### src/rtl/aska_pkg.sv
// Shared constants, frame packing and FSM state encoding for the ASKA SPI master.
package aska_pkg;

    localparam int ASKA_FRAME_BITS = 128;
    localparam int ASKA_WORD_BITS  = 32;

    // Word placement inside the frame; conf0 leaves the wire first.
    localparam int ASKA_CONF0_LSB = 96;
    localparam int ASKA_CONF1_LSB = 64;
    localparam int ASKA_ELE1_LSB  = 32;
    localparam int ASKA_ELE2_LSB  = 0;

    typedef enum logic [2:0] {
        SPIM_IDLE = 3'd0,
        SPIM_LOW  = 3'd1,
        SPIM_HIGH = 3'd2,
        SPIM_TAIL = 3'd3,
        SPIM_GAP  = 3'd4
    } aska_spim_state_t;

    function automatic logic [ASKA_FRAME_BITS-1:0] aska_pack_frame(
        input logic [ASKA_WORD_BITS-1:0] c0,
        input logic [ASKA_WORD_BITS-1:0] c1,
        input logic [ASKA_WORD_BITS-1:0] e1,
        input logic [ASKA_WORD_BITS-1:0] e2
    );
        logic [ASKA_FRAME_BITS-1:0] f;
        f = '0;
        f[ASKA_CONF0_LSB +: ASKA_WORD_BITS] = c0;
        f[ASKA_CONF1_LSB +: ASKA_WORD_BITS] = c1;
        f[ASKA_ELE1_LSB  +: ASKA_WORD_BITS] = e1;
        f[ASKA_ELE2_LSB  +: ASKA_WORD_BITS] = e2;
        return f;
    endfunction

endpackage

### src/rtl/aska_spim_tick.sv
// Half-period phase counter: one-cycle tick every HALF_PERIOD clk cycles,
// held at zero while clr_i is asserted (master idle).
module aska_spim_tick #(
    parameter int HALF_PERIOD = 4
) (
    input  logic clk,
    input  logic resetn,
    input  logic clr_i,
    output logic tick_o
);

    localparam int PW = $clog2(HALF_PERIOD + 1);
    localparam logic [PW-1:0] LAST = PW'(HALF_PERIOD - 1);

    logic [PW-1:0] phase_q, phase_d;

    assign tick_o = ~clr_i & (phase_q == LAST);

    always_comb begin
        phase_d = phase_q;
        if (clr_i || (phase_q == LAST)) begin
            phase_d = '0;
        end else begin
            phase_d = phase_q + 1'b1;
        end
    end

    always_ff @(posedge clk or negedge resetn) begin
        if (!resetn) begin
            phase_q <= '0;
        end else begin
            phase_q <= phase_d;
        end
    end

endmodule

### src/rtl/aska_spi_master.sv
// SPI mode 0 master sending {conf0,conf1,ele1,ele2} as one 128-bit MSB-first frame.
// Optional ASKA_SPIM_LOOPBACK_EN adds SPI_MISO capture with rx_data / rx_match.
//
// state | meaning
// IDLE  | waiting for start, CS high
// LOW   | SPI_Clk low half period, MOSI stable
// HIGH  | SPI_Clk high half period, slave samples
// TAIL  | CS hold after the last falling edge
// GAP   | CS high before done
module aska_spi_master
    import aska_pkg::*;
#(
    parameter int HALF_PERIOD = 4,
    parameter int GAP_CYCLES  = 8
) (
    input  logic                      clk,
    input  logic                      resetn,
    input  logic                      start,
    input  logic [ASKA_WORD_BITS-1:0] conf0,
    input  logic [ASKA_WORD_BITS-1:0] conf1,
    input  logic [ASKA_WORD_BITS-1:0] ele1,
    input  logic [ASKA_WORD_BITS-1:0] ele2,
    output logic                      busy,
    output logic                      done,
    output logic                      SPI_CS,
    output logic                      SPI_Clk,
    output logic                      SPI_MOSI
`ifdef ASKA_SPIM_LOOPBACK_EN
    ,
    input  logic                       SPI_MISO,
    output logic [ASKA_FRAME_BITS-1:0] rx_data,
    output logic                       rx_match
`endif
);

    localparam logic [2:0] ST_IDLE = SPIM_IDLE;
    localparam logic [2:0] ST_LOW  = SPIM_LOW;
    localparam logic [2:0] ST_HIGH = SPIM_HIGH;
    localparam logic [2:0] ST_TAIL = SPIM_TAIL;
    localparam logic [2:0] ST_GAP  = SPIM_GAP;

    localparam int GW = $clog2(GAP_CYCLES + 1);
    localparam logic [6:0] LAST_BIT = 7'(ASKA_FRAME_BITS - 1);

    logic [2:0]                 state_q, state_d;
    logic [ASKA_FRAME_BITS-1:0] shift_q, shift_d;
    logic [6:0]                 bit_cnt_q, bit_cnt_d;
    logic [GW-1:0]              gap_cnt_q, gap_cnt_d;
    logic                       busy_q, busy_d;
    logic                       done_q, done_d;
    logic                       cs_q, cs_d;
    logic                       sclk_q, sclk_d;
    logic                       mosi_q, mosi_d;
    logic                       tick;
    logic                       accept;

    assign accept = (state_q == ST_IDLE) && start;

    aska_spim_tick #(
        .HALF_PERIOD(HALF_PERIOD)
    ) u_tick (
        .clk    (clk),
        .resetn (resetn),
        .clr_i  (state_q == ST_IDLE),
        .tick_o (tick)
    );

    always_comb begin
        state_d   = state_q;
        shift_d   = shift_q;
        bit_cnt_d = bit_cnt_q;
        gap_cnt_d = gap_cnt_q;
        busy_d    = busy_q;
        done_d    = 1'b0;
        cs_d      = cs_q;
        sclk_d    = sclk_q;
        mosi_d    = mosi_q;
        case (state_q)
            ST_IDLE: begin
                if (start) begin
                    state_d   = ST_LOW;
                    shift_d   = aska_pack_frame(conf0, conf1, ele1, ele2);
                    bit_cnt_d = '0;
                    busy_d    = 1'b1;
                    cs_d      = 1'b0;
                    sclk_d    = 1'b0;
                    mosi_d    = conf0[ASKA_WORD_BITS-1];
                end
            end
            ST_LOW: begin
                if (tick) begin
                    state_d = ST_HIGH;
                    sclk_d  = 1'b1;
                end
            end
            ST_HIGH: begin
                if (tick) begin
                    sclk_d = 1'b0;
                    if (bit_cnt_q == LAST_BIT) begin
                        state_d = ST_TAIL;
                    end else begin
                        // next bit is presented together with the falling edge
                        state_d   = ST_LOW;
                        bit_cnt_d = bit_cnt_q + 7'd1;
                        shift_d   = {shift_q[ASKA_FRAME_BITS-2:0], 1'b0};
                        mosi_d    = shift_q[ASKA_FRAME_BITS-2];
                    end
                end
            end
            ST_TAIL: begin
                if (tick) begin
                    state_d   = ST_GAP;
                    cs_d      = 1'b1;
                    mosi_d    = 1'b0;
                    gap_cnt_d = GW'(GAP_CYCLES - 1);
                end
            end
            ST_GAP: begin
                if (gap_cnt_q == '0) begin
                    state_d = ST_IDLE;
                    busy_d  = 1'b0;
                    done_d  = 1'b1;
                end else begin
                    gap_cnt_d = gap_cnt_q - 1'b1;
                end
            end
            default: begin
                state_d = ST_IDLE;
                busy_d  = 1'b0;
                cs_d    = 1'b1;
                sclk_d  = 1'b0;
                mosi_d  = 1'b0;
            end
        endcase
    end

    always_ff @(posedge clk or negedge resetn) begin
        if (!resetn) begin
            state_q   <= ST_IDLE;
            shift_q   <= '0;
            bit_cnt_q <= '0;
            gap_cnt_q <= '0;
            busy_q    <= 1'b0;
            done_q    <= 1'b0;
            cs_q      <= 1'b1;
            sclk_q    <= 1'b0;
            mosi_q    <= 1'b0;
        end else begin
            state_q   <= state_d;
            shift_q   <= shift_d;
            bit_cnt_q <= bit_cnt_d;
            gap_cnt_q <= gap_cnt_d;
            busy_q    <= busy_d;
            done_q    <= done_d;
            cs_q      <= cs_d;
            sclk_q    <= sclk_d;
            mosi_q    <= mosi_d;
        end
    end

    assign busy     = busy_q;
    assign done     = done_q;
    assign SPI_CS   = cs_q;
    assign SPI_Clk  = sclk_q;
    assign SPI_MOSI = mosi_q;

`ifdef ASKA_SPIM_LOOPBACK_EN
    logic [ASKA_FRAME_BITS-1:0] frame_q, frame_d;
    logic [ASKA_FRAME_BITS-1:0] rx_shift_q, rx_shift_d;
    logic [ASKA_FRAME_BITS-1:0] rx_data_q, rx_data_d;
    logic                       rx_match_q, rx_match_d;

    // MISO is taken on the same clk edge that raises SPI_Clk
    always_comb begin
        frame_d    = frame_q;
        rx_shift_d = rx_shift_q;
        rx_data_d  = rx_data_q;
        rx_match_d = rx_match_q;
        if (accept) begin
            frame_d = aska_pack_frame(conf0, conf1, ele1, ele2);
        end
        if ((state_q == ST_LOW) && tick) begin
            rx_shift_d = {rx_shift_q[ASKA_FRAME_BITS-2:0], SPI_MISO};
        end
        if (done_d) begin
            rx_data_d  = rx_shift_q;
            rx_match_d = (rx_shift_q == frame_q);
        end
    end

    always_ff @(posedge clk or negedge resetn) begin
        if (!resetn) begin
            frame_q    <= '0;
            rx_shift_q <= '0;
            rx_data_q  <= '0;
            rx_match_q <= 1'b0;
        end else begin
            frame_q    <= frame_d;
            rx_shift_q <= rx_shift_d;
            rx_data_q  <= rx_data_d;
            rx_match_q <= rx_match_d;
        end
    end

    assign rx_data  = rx_data_q;
    assign rx_match = rx_match_q;
`else
    logic unused_accept;
    assign unused_accept = accept;
`endif

endmodule

### config.mk
export PLATFORM = sky130hd
export DESIGN_NAME = aska_spi_master
export DESIGN_NICKNAME = d
export VERILOG_FILES = /design/src/rtl/aska_pkg.sv /design/src/rtl/aska_spim_tick.sv /design/src/rtl/aska_spi_master.sv
export SDC_FILE = /design/constraint.sdc
export NUM_CORES = 1
export LEC_CHECK = 0
export ABC_AREA = 1
export CAP_MARGIN = 10
export CORE_ASPECT_RATIO = 1.1
export CORE_MARGIN = 2
export CORE_UTILIZATION = 48
export CTS_BUF_LIST = sky130_fd_sc_hd__clkbuf_16
export DETAILED_ROUTE_END_ITERATION = 10
export PLACE_DENSITY_LB_ADDON = 0.12
export REMOVE_ABC_BUFFERS = 1
export SLEW_MARGIN = 30
export SYNTH_ARGS = -nofsm -noshare
export SYNTH_HDL_FRONTEND = slang
export SYNTH_SLANG_ARGS = --single-unit
### constraint.sdc
create_clock -name clk -period 1.65 [get_ports clk]
set_input_delay 0.495 -clock clk [delete_from_list [all_inputs] [get_ports clk]]
set_output_delay 0.495 -clock clk [all_outputs]
set_load 0.02 [all_outputs]
==> flow_summary.toml, run 1 <==
[die]
start_util_pct = 49.3
io_pins = 136
core_region_area_mm2 = 0.0158
fp.dieH_um = 138
rows = 48
dieArea_mm2 = 0.0173
die_w_um = 125

[timing]
fmax_mhz = 594
finClkSkew_ns = 0.00626
maxSlewHeadroom_pct = 82.6
rsz0062_at_grt = "true"
worst_pin_slew_ns = 0.259
layout_setup_ws_ns = -0.0345
setup_violations = 52
hold_violations = 0
final_max_slew_viol_count = 0
min_period_ns = 1.68
finalCritPeriodShare_pct = 102

[place]
portBuffers = 135
place_area_mm2 = 0.00969
finalWeightedCongestion = 0.856
dp_hpwl_um = 12400

[setup_path]
endpoint = "shift_q[120]$_DFFE_PN0P_"
ff2ff_path_depth = 11
cp_cell_sequence = "ha_2, nand2_2, nor2_4, nand2_2, nand2_4, nand2_8, nand2_8, buf_6, clkbuf_16, nand2_1, nand2_1"
crit_buf_inv = 2
rrSetupSlack_ns = -0.03
criticalPathCategory = "reg2reg"
path_depth = 11
endpoint_kind = "flip-flop"
startpoint_type = "flip-flop"
startpoint = "bit_cnt_q[0]$_DFFE_PN0P_"
cpMaxStageDelayCell = "dfrtp_1"
r2r-end = "shift_q[120]$_DFFE_PN0P_"
worst_ep_arrival_time_ns = 2.00
r2r_start = "bit_cnt_q[0]$_DFFE_PN0P_"
crit_family = "simple AND/OR/NAND/NOR gates"
required_ns = 1.97
cp_max_fo = 11
slowest_delay_ns = 0.39

[grt]
busiest_layer = "met2"
grt_usage_pct = 25.1
met3_usage_pct = 5.01
grt_use_met1_pct = 32.5
grt_pass1_vias = 7335
antenna_found_initial = 0
grt_max_degree = 54
grt_pass1_wl_um = 35000
grt_use_met2_pct = 43.4
grt-ovfl-total = 0

[finish]
final_core_util_pct = 71.9
layout-drive-gt1-share_pct = 16.6
fin_nets = 1430
area_growth_pct = 45.8
layout_commonest_cell = "nand2_1"
fill_cells = 1252
regArea_mm2 = 0.00373
fin_area_mm2 = 0.0114
multi_input_area_mm2 = 0.00403
mostFrequentLayoutCells = "630 x nand2_1, 148 x dfrtp_1, 129 x clkdlybuf4s50_1"
antenna_cells = 0

[power_and_ir_drop]
swShare_pct = 22.0
vdd_drop_max_mv = 0.710
p_seq_share_pct = 47.6
combPwrFrac_pct = 5.4
internal_power_mw = 5.99
p_per_area_mw_per_mm2 = 676
netSwitchingPower_mw = 1.68
p_leak_nw = 6.07
clock_power_share_pct = 46.9

[logic_synthesis]
synth-simple-area-share_pct = 44.8
yosysUniqueCellTypes = 25
synth_seq_cells = 149
synth-compound-area-share_pct = 0.996
ys_seq_area_share_pct = 47.9
synth_cells = 1128
yosys.area_share.adder_pct = 0.643
syn_area_per_cell_um2 = 6.90
muxShareOfSynthArea_pct = 0
synth-xor-area-share_pct = 0
netlist_area_mm2 = 0.00779
yosys_warnings = 0
synth_top_family_by_area = "simple AND/OR/NAND/NOR gates"

[routing]
vias_per_cell = 5.21
drt_iter0_drc = 634
drc = 0
num_vias = 7852
finalWirelength_um = 22900
wl_per_cell_um = 15.2
ant_nets = 0
firstDrtPassIters = 5

[clock_tree]
cts_max_path_buffers = 2
clk_pin_slew_worst_paths_ns = 0.06
numCtsBuffers = 17
htree_levels = 4
clkSinkCount = 149
cts_root_buf = "clkbuf_16"
clk_latency_ns = 0.43
cts_tree = "yes"

[status]
status = "finished, violations left"
violations = "setup timing"

[worst_hold_path]
min_path_type = "reg2reg"
worstHoldStart = "shift_q[115]$_DFFE_PN0P_"

[flow_run]
drv_cap = 0
[routing by layer]
| layer | share of wire, % | vias up | wire [um] |
|---|---|---|---|
| li1 | - | 3839 | - |
| met5 | 0 | - | 0 |
| met3 | 4.8 | 31 | 1100 |
| met2 | 50 | 221 | 11500 |
| met4 | 1.7 | 0 | 399 |
| met1 | 43 | 3761 | 9900 |
[worst min-delay path, delay by kind of cell, from the launching register on]
kind / cells / cell delay (ns)
DFF: 1 / 0.34
and+or+nand+nor: 2 / 0.10
[synthesized netlist by cell type]
cell type	number	share of area, %
a21oi_1	6	0.39
buf_1	2	0.096
buf_2	45	2.9
buf_4	9	0.87
buf_6	1	0.14
clkbuf_1	15	0.72
dfrtp_1	148	48
dfstp_2	1	0.34
ha_1	4	0.64
inv_1	19	0.92
inv_2	1	0.048
nand2_1	690	33
nand2_2	1	0.080
nand2_4	2	0.29
nand3_1	140	9.0
nand3_2	1	0.13
nand3b_1	2	0.19
nand4_1	3	0.24
nor2_1	25	1.2
nor2_2	1	0.080
nor2_4	1	0.14
nor3_1	1	0.064
nor3b_1	1	0.096
o21ai_0	8	0.51
o21bai_1	1	0.096
[kinds of logic (layout without fill, tap and decap cells)]
group / Yosys count / after routing
fa+ha+maj: 4 / 4
compound gates: 15 / 15
flops: 149 / 149
buf+inv: 92 / 272
simple gates: 868 / 868
[power by group through the flow]
stage | Sequential (mW) | Clock, mW | Combinational [mW]
final | 3.65 | 3.60 | 0.416
after global placement | 3.72 | 0 | 0.421
after CTS | 3.65 | 3.65 | 0.422
after global routing | 3.65 | 3.82 | 0.448
after floorplan | 3.72 | 0 | 0.000884
after detailed placement | 3.72 | 0 | 0.418
[final cells by class]
cell class | instances | area share [%]
Multi-Input combinational cell | 887 | 35.4
Inverter | 20 | 0.705
Timing Repair Buffer | 220 | 24.0
Clock inverter | 15 | 1.04
Sequential cell | 149 | 32.8
Tap cell | 200 | 2.20
Clock buffer | 17 | 3.75
[state kept, by name (all words and copies together) (netlist names)]
signal	count
done	1
SPI_CS	1
state_q	3
bit_cnt_q	7
u_tick.phase_q	3
busy	1
SPI_MOSI	1
gap_cnt_q	4
shift_q	127
SPI_Clk	1
[timing repair]
item                                   CTS  global route
cloned                                   9            13
gates resized for setup                 55            96
endpoints found under the hold margin   20             0
hold buffers                             1             0
setup endpoints to repair              123           139
buffers inserted                        13             4
pin swaps                               24            14
[through the flow]
step | power (mW) | std cells | worst slack (ns) | setup TNS (ns) | hold slack (ns)
CTS | 7.72 | 1494 | -0.0429 | -0.491 | 0.444
global placement | 4.14 | 1440 | -0.290 | -36.51 | 0.382
global route | 7.92 | 1508 | -0.104 | -8.21 | 0.490
finish | 7.67 | 1508 | -0.0345 | -0.615 | 0.472
detailed placement | 4.14 | 1440 | -0.304 | -35.96 | 0.379
floorplan | 3.72 | 1056 | -2.56 | -344.86 | 0.199
[how the worst min path moves through the flow]
stage	endpoint	slack, ns	depth (start not counted)
after floorplan	SPI_Clk$_DFFE_PN0P_	0.20	0
after global placement	gap_cnt_q[1]$_DFFE_PN0P_	0.38	1
after detailed placement	gap_cnt_q[1]$_DFFE_PN0P_	0.38	1
after CTS	u_tick.phase_q[0]$_DFF_PN0_	0.44	1
after global routing	shift_q[72]$_DFFE_PN0P_	0.49	2
final	shift_q[115]$_DFFE_PN0P_	0.47	2
No activity file was read; power rests on OpenSTA's default activity.
==> run 2, diff against run 1 <==
--- a/config.mk
+++ b/config.mk
@@ -5,11 +5,10 @@
 export SDC_FILE = /design/constraint.sdc
 export NUM_CORES = 1
 export LEC_CHECK = 0
-export ABC_AREA = 1
 export CAP_MARGIN = 10
 export CORE_ASPECT_RATIO = 1.1
 export CORE_MARGIN = 2
-export CORE_UTILIZATION = 48
+export CORE_UTILIZATION = 47
 export CTS_BUF_LIST = sky130_fd_sc_hd__clkbuf_16
 export DETAILED_ROUTE_END_ITERATION = 10
 export PLACE_DENSITY_LB_ADDON = 0.12
==> run 2 against run 1 <==
Compared with the run above: the flow still finishes with violations (setup timing); register-to-register slack worse by 0.21 ns; area after synthesis is 9.6% lower; non-clock buffer count is 23 higher; count of clock-buffer cells in the layout stayed put; clock skew is 0.0025 ns higher; cell area is 1.6% lower; sequential power is 77% higher.
==> flow_summary.toml, run 2 <==
[timing]
setup_violations = 130
worst_pin_slew_ns = 0.334
final_max_slew_viol_count = 0
holdWs_ns = 0.453
rsz0062_at_grt = "true"
finClkSkew_ns = 0.00871
finalCritPeriodShare_pct = 115
layout_setup_ws_ns = -0.244
min_period_ns = 1.89
maxSlewHeadroom_pct = 77.1
hold_violations = 0
fmax_mhz = 528

[logic_synthesis]
synthTopCellsByArea = "dfrtp_1 53%, mux2i_1 18%, nand2_1 7.2%, o21ai_1 5.7%, o21ai_0 3.6%"
synth_seq_cells = 149
synth_top_area_share_pct = 52.6
netlist_area_mm2 = 0.00704
ys_seq_area_share_pct = 53.0
ys_async_sr_fraction_pct = 100
yosysUniqueCellTypes = 42
synth_cells = 674
syn_area_per_cell_um2 = 10.4
yosys.cell_count.top_type = "dfrtp_1"
synth_flop_cell = "dfrtp_1"
yosysTopAreaCell = "dfrtp_1"
yosys_warnings = 0
synth_edf_count = 0
synth_commonest_cells = "148 x dfrtp_1, 135 x nand2_1, 128 x mux2i_1"

[finish]
top_register = "shift_q"
antenna_cells = 0
final_core_util_pct = 76.8
layout_commonest_cell = "dfrtp_1"
layout-drive-gt1-share_pct = 33.0
largest_reg_flops = 127
top_regs = "shift_q: 127 flops, bit_cnt_q: 7 flops, gap_cnt_q: 4 flops"
final_cells = 1093
mostFrequentLayoutCells = "145 x dfrtp_1, 128 x clkdlybuf4s50_1, 127 x mux2i_1"
fin_nets = 1023
area_growth_pct = 58.8

[flow_run]
drv_cap = 0

[setup_path]
cp_cell_sequence = "ha_2, ha_4, mux2_4, o311ai_4, buf_6, buf_12, buf_12, buf_16, nand2_2, o21ai_2"
endpoint_kind = "flip-flop"
crit_path_frequent_cell = "buf_12"
crit_buf_inv = 4
cpMaxStageDelayCell = "dfrtp_1"
crit_family = "buffers and inverters"
slowest_delay_ns = 0.38
worst_ep_arrival_time_ns = 2.24
cp_max_fo = 8
required_ns = 2.00
criticalPathCategory = "reg2reg"
path_depth = 10
startpoint_type = "flip-flop"
ff2ff_path_depth = 10

[place]
finalWeightedCongestion = 0.826
dp.cells = 1003
pre_cts_ws_ns = -0.508
dp_hpwl_um = 10700
portBuffers = 135

[clock_tree]
numCtsBuffers = 17
clk_pin_slew_worst_paths_ns = 0.06
htree_levels = 4
cts_max_path_buffers = 2
cts_tree = "yes"
clk_latency_ns = 0.42
cts_root_buf = "clkbuf_16"
clkSinkCount = 149

[die]
core_region_area_mm2 = 0.0146
start_util_pct = 48.4
die_w_um = 121
io_pins = 136
dieArea_mm2 = 0.0160
fp.dieH_um = 132
rows = 46

[grt]
antenna_found_initial = 0
grt_pass1_wl_um = 28600
grt-ovfl-total = 0
grt_pass1_vias = 5840
grt_usage_pct = 22.7
grt_max_degree = 59

[routing]
num_vias = 5937
wl_met2_um = 10500
dr_wl_met3_um = 931
firstDrtPassIters = 4
ant_nets = 0
vias_per_cell = 5.43
finalWirelength_um = 20000
topRoutingLayerUsed = "met4"
wl_per_cell_um = 18.3
met1_length_um = 8200
drt_iter0_drc = 224
drc = 0

[status]
violations = "setup timing"
status = "finished, violations left"

[power_and_ir_drop]
power_mw = 18.7
vdd_drop_max_mv = 0.848
p_leak_nw = 4.76
p_per_area_mw_per_mm2 = 1680

[worst_hold_path]
min_path_type = "in2async"
-- run 2: final timing paths --
path,from,endpoint,slack (ns)
max,u_tick.phase_q[0]$_DFF_PN0_,shift_q[19]$_DFFE_PN0P_,-0.24
min,resetn,shift_q[59]$_DFFE_PN0P_,0.45
max reg2reg,u_tick.phase_q[0]$_DFF_PN0_,shift_q[19]$_DFFE_PN0P_,-0.24
min reg2reg,shift_q[77]$_DFFE_PN0P_,shift_q[77]$_DFFE_PN0P_,0.48
max in group asynchronous,resetn,SPI_CS$_DFFE_PN1P_,0.63
min in group clk,shift_q[77]$_DFFE_PN0P_,shift_q[77]$_DFFE_PN0P_,0.48
-- run 2: metrics by stage --
step	setup TNS (ns)	area, um2
after global routing	-27.36	11200
after floorplan	-1795.95	6750
final	-20.90	11200
after global placement	-57.87	8940
after detailed placement	-59.16	8940
after CTS	-17.41	10400
-- run 2: per-layer routing --
metal / global-route usage, % / up-vias
li1: - / 2781
met1: 28.7 / 2962
met2: 38.6 / 158
met3: 5.97 / 36
met4: 5.81 / 0
met5: 0 / -
-- run 2: area by class of cell --
cell class / count / area [um2]
multi-input cells: 472 / 3700
flip-flops and latches: 149 / 3730
clock inverters: 15 / 170
inverters: 5 / 18.8
repair buffers: 243 / 2890
well taps: 192 / 240
clock buffers: 17 / 425
fillers: 949 / 3380
-- run 2: timing repair --
item                                    in CTS  in global routing
hold buffers                                 1                  0
buffers inserted                            27                 14
pin swaps                                   31                 79
cloned                                      13                 10
endpoints found under the hold margin        7                  0
resized for setup                          109                174
endpoints found under the setup margin     140                142
-- run 2: cell families after synthesis --
logic type               after synthesis  share of synthesized area (%)
AND/OR/NAND/NOR                      178                           10.8
AO/OA/AOI/OAI                        155                           12.0
XOR/XNOR                               5                          0.622
multiplexers                         130                           18.5
adder cells (fa/ha/maj)                4                          0.711
flip-flops                           149                           53.0
buffers and inverters                 53                           4.37
-- run 2: power by group --
group | total, mW | switching, mW | leakage [nW] | internal [mW]
Combinational | 8.31 | 3.84 | 2.59 | 4.47
Clock | 3.98 | 1.50 | 0.299 | 2.48
Sequential | 6.45 | 1.21 | 1.88 | 5.24
Total | 18.7 | 6.55 | 4.76 | 12.2
==> run 3, diff against run 2 <==
--- a/config.mk
+++ b/config.mk
@@ -7,7 +7,6 @@
 export LEC_CHECK = 0
 export CAP_MARGIN = 10
 export CORE_ASPECT_RATIO = 1.1
-export CORE_MARGIN = 2
 export CORE_UTILIZATION = 47
 export CTS_BUF_LIST = sky130_fd_sc_hd__clkbuf_16
 export DETAILED_ROUTE_END_ITERATION = 10
@@ -17,3 +16,4 @@
 export SYNTH_ARGS = -nofsm -noshare
 export SYNTH_HDL_FRONTEND = slang
 export SYNTH_SLANG_ARGS = --single-unit
+export TNS_END_PERCENT = 5
==> run 3 against run 2 <==
Compared with the run above: the flow still finishes with violations (setup timing); wire length shrank 19%; count of clock-buffer cells in the layout unchanged; critical path depth shrank 1; clock power down 14%; final cell count is 3.1% lower; global-route usage down 1.0 points; sequential power shrank 3.6%; sequential cell count is the same; cell area is 8.8% lower; first-iteration DRC count shrank 4.5%; non-clock buffer count decreased by 32.
==> flow_summary.toml, run 3 (synthesis gave the netlist of run 2 again) <==
[die]
rows = 46
start_util_pct = 48.5
io_pins = 136
die_w_um = 119
fp.dieH_um = 130
core_region_area_mm2 = 0.0145
dieArea_mm2 = 0.0155

[clock_tree]
clk_pin_slew_worst_paths_ns = 0.06
clk_latency_ns = 0.42
clkSinkCount = 149
cts_max_path_buffers = 2
cts_root_buf = "clkbuf_16"
numCtsBuffers = 17
htree_levels = 4
cts_tree = "yes"

[timing]
min_period_ns = 1.84
hold_violations = 0
final_max_slew_viol_count = 0
holdWs_ns = 0.478
finClkSkew_ns = 0.00758
worst_pin_slew_ns = 0.346
rsz0062_at_grt = "true"
finalCritPeriodShare_pct = 111
setup_violations = 125
fmax_mhz = 545
maxSlewHeadroom_pct = 76.8
layout_setup_ws_ns = -0.186

[grt]
grt_max_degree = 45
antenna_found_initial = 0
grt-ovfl-total = 0
grt_usage_pct = 21.6
grt_pass1_wl_um = 26200
grt_pass1_vias = 5444

[setup_path]
criticalPathCategory = "reg2reg"
endpoint_kind = "flip-flop"
required_ns = 1.98
cp_max_fo = 6
worst_ep_arrival_time_ns = 2.17
startpoint = "u_tick.phase_q[0]$_DFF_PN0_"
startpoint_type = "flip-flop"
r2r_start = "u_tick.phase_q[0]$_DFF_PN0_"

[finish]
top_regs = "shift_q: 127 flops, bit_cnt_q: 7 flops, gap_cnt_q: 4 flops"
fin_nets = 991
layout_commonest_cell = "dfrtp_1"
largest_reg_flops = 127
top_register = "shift_q"
area_growth_pct = 44.8
fin_area_mm2 = 0.0102
final_core_util_pct = 70.3
final_cells = 1059
mostFrequentLayoutCells = "145 x dfrtp_1, 128 x mux2i_1, 128 x clkdlybuf4s50_1"
antenna_cells = 0
layout-drive-gt1-share_pct = 20.0

[place]
dp.cells = 1007
finalWeightedCongestion = 0.818
place_area_mm2 = 0.00898
dp_hpwl_um = 10800
portBuffers = 135
pre_cts_ws_ns = -0.502

[routing]
vias_per_cell = 5.17
drt_iter0_drc = 214
firstDrtPassIters = 4
finalWirelength_um = 16300
ant_nets = 0
wl_per_cell_um = 15.4
drc = 0
num_vias = 5470

[status]
violations = "setup timing"
status = "finished, violations left"

[power_and_ir_drop]
vdd_drop_max_mv = 0.808
p_per_area_mw_per_mm2 = 1590
p_leak_nw = 4.36

[flow_run]
drv_cap = 0

[worst_hold_path]
worstHoldStart = "shift_q[78]$_DFFE_PN0P_"
min_path_type = "reg2reg"
run 3: metrics by stage:
step	TNS, ns	power, mW
final	-13.77	16.2
after global routing	-25.70	17.3
after CTS	-15.08	15.5
after detailed placement	-59.68	11.6
after global placement	-55.56	11.3
after floorplan	-1795.95	8.93
run 3: routing by layer:
metal | vias up | part of all wire [%] | wire (um) | global-route usage, %
li1 | 2710 | - | - | -
met1 | 2629 | 43 | 6920 | 25.7
met2 | 106 | 51 | 8240 | 38.5
met3 | 25 | 4.7 | 758 | 5.73
met4 | 0 | 2.1 | 336 | 6.85
met5 | - | 0 | 0 | 0
run 3: cell type report:
cell class                 count  area [um2]
clock buffer                  17         425
clock inverter                13        81.3
tap                          192         240
multi-input combinational    472        3260
sequential                   149        3730
timing repair buffer         211        2440
fill                        1126        4310
inverter                       5        18.8
run 3: timing repair:
item	CTS	global route
endpoints found under the setup margin	138	142
pin swaps	4	25
buffers inserted	6	4
gates resized for setup	40	88
hold buffers	1	0
gates cloned	4	8
hold endpoints to repair	25	0
run 3: final timing paths:
kind	end	slack, ns	cells past startpoint
setup / recovery	shift_q[15]$_DFFE_PN0P_	-0.19	9
hold / removal	shift_q[78]$_DFFE_PN0P_	0.48	2
setup reg to reg	shift_q[15]$_DFFE_PN0P_	-0.19	9
hold reg to reg	shift_q[78]$_DFFE_PN0P_	0.48	2
max in group asynchronous	shift_q[7]$_DFFE_PN0P_	0.57	3
min in group asynchronous	shift_q[54]$_DFFE_PN0P_	0.53	2
run 3: critical path, stage by stage, from the launching register on:
cell	delay (ns)
dfrtp_1	0.38
ha_2	0.20
ha_4	0.16
mux2_4	0.27
o311ai_4	0.10
buf_12	0.20
clkbuf_16	0.17
buf_16	0.12
nand2_2	0.06
o21ai_2	0.07
run 3: where the power goes:
part,internal (mW),leakage (nW),switching (mW)
combinational,3.50,2.21,3.06
sequential,5.24,1.88,0.983
clock,2.00,0.268,1.41
